===== src/rtl/packet_deserializer.sv =====
// packet_deserializer
// Collects DATA_WIDTH-bit lane words into one DATA_DEPTH-row frame. A frame is
// DATA_DEPTH words in the 64-bit format or DATA_DEPTH/2 words in the 16-bit
// format. The frame is held until the downstream stage accepts it with a
// valid/ready handshake. Alignment, mid-frame SOF and overflow conditions are
// reported as single-cycle error pulses.
//
// state   | meaning
// IDLE    | waiting for a start-of-frame word
// COLLECT | filling rows 1..len-1 of the current frame
// HOLD    | complete frame presented, waiting for frame_ready
module packet_deserializer #(
  parameter int DATA_WIDTH = 10,
  parameter int DATA_DEPTH = 8
) (
  input  logic                                   clk,
  input  logic                                   rst,
  input  logic                                   enc_used,
  input  logic [DATA_WIDTH-1:0]                  word_in,
  input  logic                                   word_valid,
  input  logic                                   word_sof,
  output logic [DATA_DEPTH-1:0][DATA_WIDTH-1:0]  par_out,
  output logic                                   frame_enc_used,
  output logic                                   frame_valid,
  input  logic                                   frame_ready,
  output logic                                   err_align,
  output logic                                   err_sof,
  output logic                                   err_ovf
);

  localparam int CW = $clog2(DATA_DEPTH);

  typedef enum logic [1:0] {
    IDLE    = 2'd0,
    COLLECT = 2'd1,
    HOLD    = 2'd2
  } state_t;

  state_t                                 state_q;
  logic [CW-1:0]                          cnt_q;
  logic [DATA_DEPTH-1:0][DATA_WIDTH-1:0]  par_q;
  logic                                   enc_q;
  logic                                   valid_q;
  logic                                   err_align_q;
  logic                                   err_sof_q;
  logic                                   err_ovf_q;

  logic [CW-1:0]                          last_idx;
  logic                                   start_frame;

  // Index of the final row for the format latched at SOF.
  assign last_idx = enc_q ? CW'(DATA_DEPTH / 2 - 1) : CW'(DATA_DEPTH - 1);

  // An SOF starts a new frame from IDLE, mid-frame, or in the cycle a held frame is accepted.
  assign start_frame = word_valid & word_sof &
                       ((state_q == IDLE) | (state_q == COLLECT) |
                        ((state_q == HOLD) & frame_ready));

  // Frame assembly FSM; every output comes straight from a register.
  always_ff @(posedge clk) begin
    if (rst) begin
      state_q     <= IDLE;
      cnt_q       <= '0;
      par_q       <= '0;
      enc_q       <= 1'b0;
      valid_q     <= 1'b0;
      err_align_q <= 1'b0;
      err_sof_q   <= 1'b0;
      err_ovf_q   <= 1'b0;
    end else begin
      err_align_q <= 1'b0;
      err_sof_q   <= 1'b0;
      err_ovf_q   <= 1'b0;
      if (start_frame) begin
        // Clearing every row keeps the unused upper half zero in the 16-bit format.
        par_q    <= '0;
        par_q[0] <= word_in;
        enc_q    <= enc_used;
        cnt_q    <= CW'(1);
        valid_q  <= 1'b0;
        state_q  <= COLLECT;
        if (state_q == COLLECT) begin
          err_sof_q <= 1'b1;
        end
      end else begin
        case (state_q)
          IDLE: begin
            if (word_valid) begin
              err_align_q <= 1'b1;
            end
          end
          COLLECT: begin
            if (word_valid) begin
              par_q[cnt_q] <= word_in;
              cnt_q        <= cnt_q + 1'b1;
              if (cnt_q == last_idx) begin
                valid_q <= 1'b1;
                state_q <= HOLD;
              end
            end
          end
          HOLD: begin
            if (word_valid) begin
              err_ovf_q <= 1'b1;
            end
            if (frame_ready) begin
              valid_q <= 1'b0;
              state_q <= IDLE;
            end
          end
          default: begin
            state_q <= IDLE;
          end
        endcase
      end
    end
  end

  assign par_out        = par_q;
  assign frame_enc_used = enc_q;
  assign frame_valid    = valid_q;
  assign err_align      = err_align_q;
  assign err_sof        = err_sof_q;
  assign err_ovf        = err_ovf_q;

endmodule


===== config.mk =====
export PLATFORM = sky130hd
export DESIGN_NAME = packet_deserializer
export DESIGN_NICKNAME = d
export VERILOG_FILES = /design/src/rtl/packet_deserializer.sv
export SDC_FILE = /design/constraint.sdc
export NUM_CORES = 1
export LEC_CHECK = 0
export BUFFER_PORTS_ARGS = -buffer_cell sky130_fd_sc_hd__clkbuf_2
export CORE_UTILIZATION = 38
export DETAILED_ROUTE_END_ITERATION = 12
export PLACE_DENSITY = 0.67
export REMOVE_ABC_BUFFERS = 1
export SETUP_SLACK_MARGIN = 0.5
export SLEW_MARGIN = 20
export SYNTH_ARGS = -nofsm -noshare
export SYNTH_HDL_FRONTEND = slang
export SYNTH_SLANG_ARGS = --single-unit

===== constraint.sdc =====
create_clock -name clk -period 3.6 [get_ports clk]
set_clock_uncertainty 0.2 [all_clocks]
set_input_delay 1.08 -clock clk [delete_from_list [all_inputs] [get_ports clk]]
set_output_delay 1.08 -clock clk [all_outputs]
set_load 0.05 [all_outputs]

==> results by group, run 1 <==
Global route
  • Initial antenna violation count: 0
  • Grt ovf: 0
  • First-pass GRT wire length: between 10000 and 15000 um
  • Largest net degree at the start of global routing: 58
  • Vias in the first global route: roughly 2400
  • Global Route Usage Sum: between 10% and 20%

Synthesis
  • Mapped Cells: 328
  • Post-synthesis simple-gate area fraction: around 17%
  • Synth Area in Adders: 0.366%
  • Syn Area/Cell: about 10 um2
  • Most area-consuming cells after synthesis: dfxtp_1 (53%), mux2i_1 (21%), nor2_1 (8.3%), or3b_2 (2.8%), a21oi_1 (1.8%)
  • Synth warn: 0
  • Area leader, netlist: dfxtp_1
  • Post-synthesis compound-gate area fraction: 3.80%
  • Largest family of logic cells by synthesized area: multiplexers
  • Synth async-reset ratio: 0%
  • Synth top cells by count: dfxtp_1 (90), nor2_1 (76), mux2i_1 (72)
  • Synth Register Bits: 90
  • Yosys cell types: 34
  • Top-count cell post-synth: dfxtp_1
  • Main synth FF type: dfxtp_1
  • Mux contribution to synthesized area: 21.1%
  • Post-synthesis sequential area ratio: 52.7%
  • Post-Synth XOR/XNOR Area: 0.768%
  • Mapped Area: between 3000 and 4000 um2
  • Post-synth EDFFs: 0
  • Post-synth top area share: 52.7%

Setup path
  • Crit path required time: 3630 ps
  • R2R depth: 5
  • WP data arrival: 2600 ps
  • Critical path startpoint category: input port
  • Worst Path Max Fanout: 10
  • Setup crit end kind: flip-flop
  • CP max stage cell: or4b_1
  • Worst setup path class: input port to flip-flop
  • Crit-path cells: clkbuf_2 > nand3b_4 > or4b_1 > mux2i_1 > nor2_1
  • Crit-path max cell delay: 860 ps

Detailed routing
  • Routed wire length per instance: 15.3 um
  • DRT Pass-1 Iters: 4
  • # DRC: 0
  • Total Routed Length: 8160 um
  • Vias: 2597
  • DR vias/cell: 4.85
  • DR iter-0 viols: 80
  • Antenna viol nets, final: 0

Timing
  • Max-slew violation count: 0
  • Hold Vio Cnt, Final: 0
  • Setup total negative slack: 0 ps
  • Worst Max-Slew Pin Slew: 738 ps
  • F_max: a little under 400 MHz
  • Final period utilization: 71.4%
  • Fin crit period: 2570 ps
  • Unrepaired setup endpoints after global routing: false
  • Slew headroom: 50.8%
  • Final setup vio count: 0

Clocking
  • H-tree Lvls: 3
  • Worst skew pair latency: 340 ps
  • CTS hold repair buffers: 0
  • Clock Path Buffers: 2
  • Cts bufs inserted: 9
  • Resize count post-CTS: 0
  • Clock slew at reported path FFs: 80 ps
  • Clock root buffer: clkbuf_8
  • Post-CTS setup buffer count: 0
  • CTS tree: done
  • # clock sinks: 90

Place
  • Final RePlAce weighted congestion: ~0.75
  • PortBufs: 100
  • HPWL after DPL: about 5400 um

Run status
  • Outcome: complete, no violations

Job
  • Max Cap Viol: 0

Floorplan
  • Die width: 96.9 um
  • Die Y-Extent: 96.9 um
  • Core area: 8720 um2
  • Row cnt: 34
  • Die area: 9390 um2
  • Initial core utilization: 39.2%
  • Num ports: 101

Layout
  • N_diodes: 0
  • Layout cells sized above 1: 33.3%
  • Area growth from synthesis to layout: 23.7%
  • Fillers: 825
  • Fin nets: 440

Power and ir drop
  • Total power: 1940 uW
  • Leakage: 0.00175 uW
  • Max VDD drop: ~220 uV
  • Cell Pwr Density: 460 nW/um2

Min path
  • HP Class: flip-flop to flip-flop
  • Hold path cells: 2
where the power goes:
group	total, uW	internal [uW]	switching [uW]
logic	126	36.0	90.4
clock network	802	458	344
registers	1020	1010	10.7
layer usage:
metal | wire length, um | global-route usage, %
met5 | 0 | 0
met2 | 3860 | 28.4
met1 | 3880 | 23.6
met3 | 338 | 3.97
met4 | 86 | 5.86
flip-flops by register name (all words and copies together) (netlist names):
| signal | cells |
|---|---|
| cnt_q | 3 |
| par_out | 80 |
| err_align | 1 |
| state_q | 2 |
| err_ovf | 1 |
| frame_valid | 1 |
| err_sof | 1 |
| frame_enc_used | 1 |
metrics by stage:
| step | utilization, % | setup WS, ps | cells | instance area [um2] | hold slack, ps |
|---|---|---|---|---|---|
| 2_1_floorplan | - | 364 | 305 | 3290 | 299 |
| 6_report | 48.5 | 1030 | 535 | 4230 | 300 |
| 3_5_place_dp | 45.9 | 646 | 520 | 4000 | 282 |
| 5_1_grt | 48.5 | 937 | 535 | 4230 | 311 |
| 3_3_place_gp | 45.9 | 693 | 520 | 4000 | 271 |
| 4_1_cts | 48.5 | 1030 | 535 | 4230 | 304 |
layout by cell type (no fill, tap or decap), types with 2 or more instances in the layout:
cell type / instances
buf_4: 6
o21ai_1: 3
nor4b_1: 2
dfxtp_1: 90
bufinv_16: 3
clkbuf_2: 100
nor2_1: 76
mux2i_1: 72
xor2_1: 2
o21ai_0: 8
nand3_1: 2
nand2_1: 3
nand3b_1: 3
nor3_2: 2
or3b_2: 11
a21oi_1: 11
nor3_1: 2
clkbuf_8: 9
nor2_4: 3
cell type report:
type / count / area [um2] / area share (%)
timing repair buffer: 107 / 566 / 13.4
clock inverter: 5 / 104 / 2.45
multi-input combinational: 214 / 1490 / 35.3
clock buffer: 10 / 128 / 3.02
inverter: 1 / 3.75 / 0.0887
tap: 108 / 135 / 3.19
sequential: 90 / 1800 / 42.6
logic make-up after synthesis:
group	after synthesis
compound gates	25
xor+xnor	3
fa+ha+maj	1
buf+inv	24
flops	90
mux	72
simple gates	113
worst max-delay path, delay by kind of cell:
family	cells	cell delay [ps]
multiplexers	1	270
AND/OR/NAND/NOR	3	1060
buffers and inverters	1	200
worst paths after layout:
kind / start / endpoint / slack, ps
worst max-delay path: word_valid / par_out[21] / 1030
worst min-delay path: par_out[79] / par_out[79] / 300
worst max register to register: state_q[0] / par_out[78] / 1380
worst min register to register: par_out[79] / par_out[79] / 300
(Power assumes the default switching activity.)
==> run 2: changes to the inputs <==
--- a/config.mk
+++ b/config.mk
@@ -8,7 +8,7 @@
 export BUFFER_PORTS_ARGS = -buffer_cell sky130_fd_sc_hd__clkbuf_2
 export CORE_UTILIZATION = 38
 export DETAILED_ROUTE_END_ITERATION = 12
-export PLACE_DENSITY = 0.67
+export PLACE_DENSITY = 0.69
 export REMOVE_ABC_BUFFERS = 1
 export SETUP_SLACK_MARGIN = 0.5
 export SLEW_MARGIN = 20
==> constraint.sdc (replaced) <==
create_clock -name clk -period 2.3 [get_ports clk]
set_clock_uncertainty 0.2 [all_clocks]
set_input_delay 0.69 -clock clk [delete_from_list [all_inputs] [get_ports clk]]
set_output_delay 0.69 -clock clk [all_outputs]
set_load 0.05 [all_outputs]
==> results by group, run 2 (synthesized netlist as in run 1, its figures left out) <==
Run status
  • Outcome: complete, no violations

Timing
  • Worst Max-Slew Pin Slew: 325 ps
  • Worst Slack Setup Final: 400 ps
  • F_max: 526 MHz
  • Hold Vio Cnt, Final: 0
  • Slew headroom: 78.2%
  • Final setup vio count: 0
  • Fin crit period: 1900 ps
  • Max-slew violation count: 0
  • WHS: 299 ps
  • Unrepaired setup endpoints after global routing: true
  • Final period utilization: 82.6%

Job
  • Max Cap Viol: 0

Floorplan
  • Die area: between 9000 and 10000 um2
  • Die Y-Extent: 96.9 um
  • Die width: 96.9 um
  • Num ports: between 100 and 150
  • Row cnt: 34
  • Core area: 8720 um2
  • Initial core utilization: 39.2%

Power and ir drop
  • Total power: 3060 uW
  • Leakage: 0.00214 uW
  • Max VDD drop: about 320 uV
  • Cell Pwr Density: 563 nW/um2

Setup path
  • Worst setup path startpoint: word_valid
  • R2R Path Start: cnt_q[1]
  • Crit path required time: 2340 ps
  • Worst setup path class: input port to flip-flop
  • Critical path startpoint category: input port
  • Worst Path Max Fanout: 7
  • R2R setup slack: 440 ps
  • Setup crit end kind: flip-flop
  • WP data arrival: 1940 ps

Detailed routing
  • Routed wire length per instance: 16.9 um
  • DRT Pass-1 Iters: 4
  • Vias: 2786
  • Antenna viol nets, final: 0
  • DR vias/cell: 4.98
  • Total Routed Length: 9440 um
  • # DRC: 0
  • DR iter-0 viols: 92

Clocking
  • Worst skew pair latency: 360 ps
  • CTS tree: done
  • H-tree Lvls: 3
  • Cts bufs inserted: 9
  • CTS hold repair buffers: 0
  • Clock Path Buffers: 2
  • Clock root buffer: clkbuf_8
  • # clock sinks: 90
  • Clock slew at reported path FFs: around 80 ps

Layout
  • Fillers: 680
  • Area growth from synthesis to layout: 58.9%
  • Fin nets: 464
  • N_diodes: 0
  • Number of flip-flops in the largest register: 80
  • Most common cell after layout, fill and taps aside: dfxtp_2
  • Layout cells sized above 1: 55.5%
  • Post-route insts no fill: 560
  • FF+latch area: around 1900 um2
  • Top library cells by usage in the layout, fill and taps aside: dfxtp_2 (78), nor2_1 (76), mux2i_1 (71)
  • Multi-input logic area: 1520 um2
  • Finished layout cell area: ~5400 um2

Global route
  • Grt ovf: 0
  • Global Route Usage Sum: between 10% and 20%
  • Initial antenna violation count: 0
  • Vias in the first global route: between 2000 and 3000
  • First-pass GRT wire length: around 15000 um
  • Largest net degree at the start of global routing: 38

Place
  • Placed insts: approximately 540
  • DP Area: 4140 um2
  • HPWL after DPL: 5830 um
  • PortBufs: 100
  • Final RePlAce weighted congestion: 0.754
  • Pre-CTS setup slack: -47.1 ps

Min path
  • HP Class: flip-flop to flip-flop
  • Min-Delay Startpoint: par_out[22]
-- run 2: critical path: stages --
cell and delay, ps:
buf_8 80, or3b_4 410, nor4b_4 370, buf_4 220, or3b_2 120, a21oi_1 50
-- run 2: timing repair --
item | in CTS | in global routing
pin swaps | 2 | 10
hold endpoints to repair | 0 | 0
gates resized for setup | 224 | 127
setup buffers | 1 | 5
cloned | 0 | 1
setup endpoints to repair | 169 | 150
-- run 2: area by class of cell --
| class | instances | area share (%) |
|---|---|---|
| Clock inverter | 4 | 1.38 |
| Multi-Input combinational cell | 214 | 28.0 |
| Sequential cell | 90 | 35.1 |
| Clock buffer | 12 | 2.67 |
| Timing Repair Buffer | 131 | 30.3 |
| Tap cell | 108 | 2.49 |
| Inverter | 1 | 0.0691 |
-- run 2: worst paths after layout --
kind | end | depth (start not counted)
worst max-delay path | par_out[4] | 6
worst min-delay path | par_out[22] | 2
worst max register to register | par_out[4] | 5
worst min register to register | par_out[22] | 2
-- run 2: stage by stage --
stage / util, % / TNS [ps]
global placement: 47.5 / -73.7
global route: 62.3 / 0
CTS: 59.6 / 0
finish: 62.3 / 0
detailed placement: 47.5 / -483
floorplan: - / -38770
-- run 2: power breakdown --
part	internal, uW	switching, uW	total (uW)	leakage [uW]
registers	1570	22.1	1600	0.000768
clock network	644	565	1210	0.000103
logic	103	151	254	0.00127
-- run 2: per-layer routing --
layer,routed length [um],vias to the layer above,track usage (%)
met2,4600,78,31.7
li1,-,1340,-
met3,462,14,6.07
met4,169,0,5.97
met1,4210,1354,25.7
met5,0,-,0
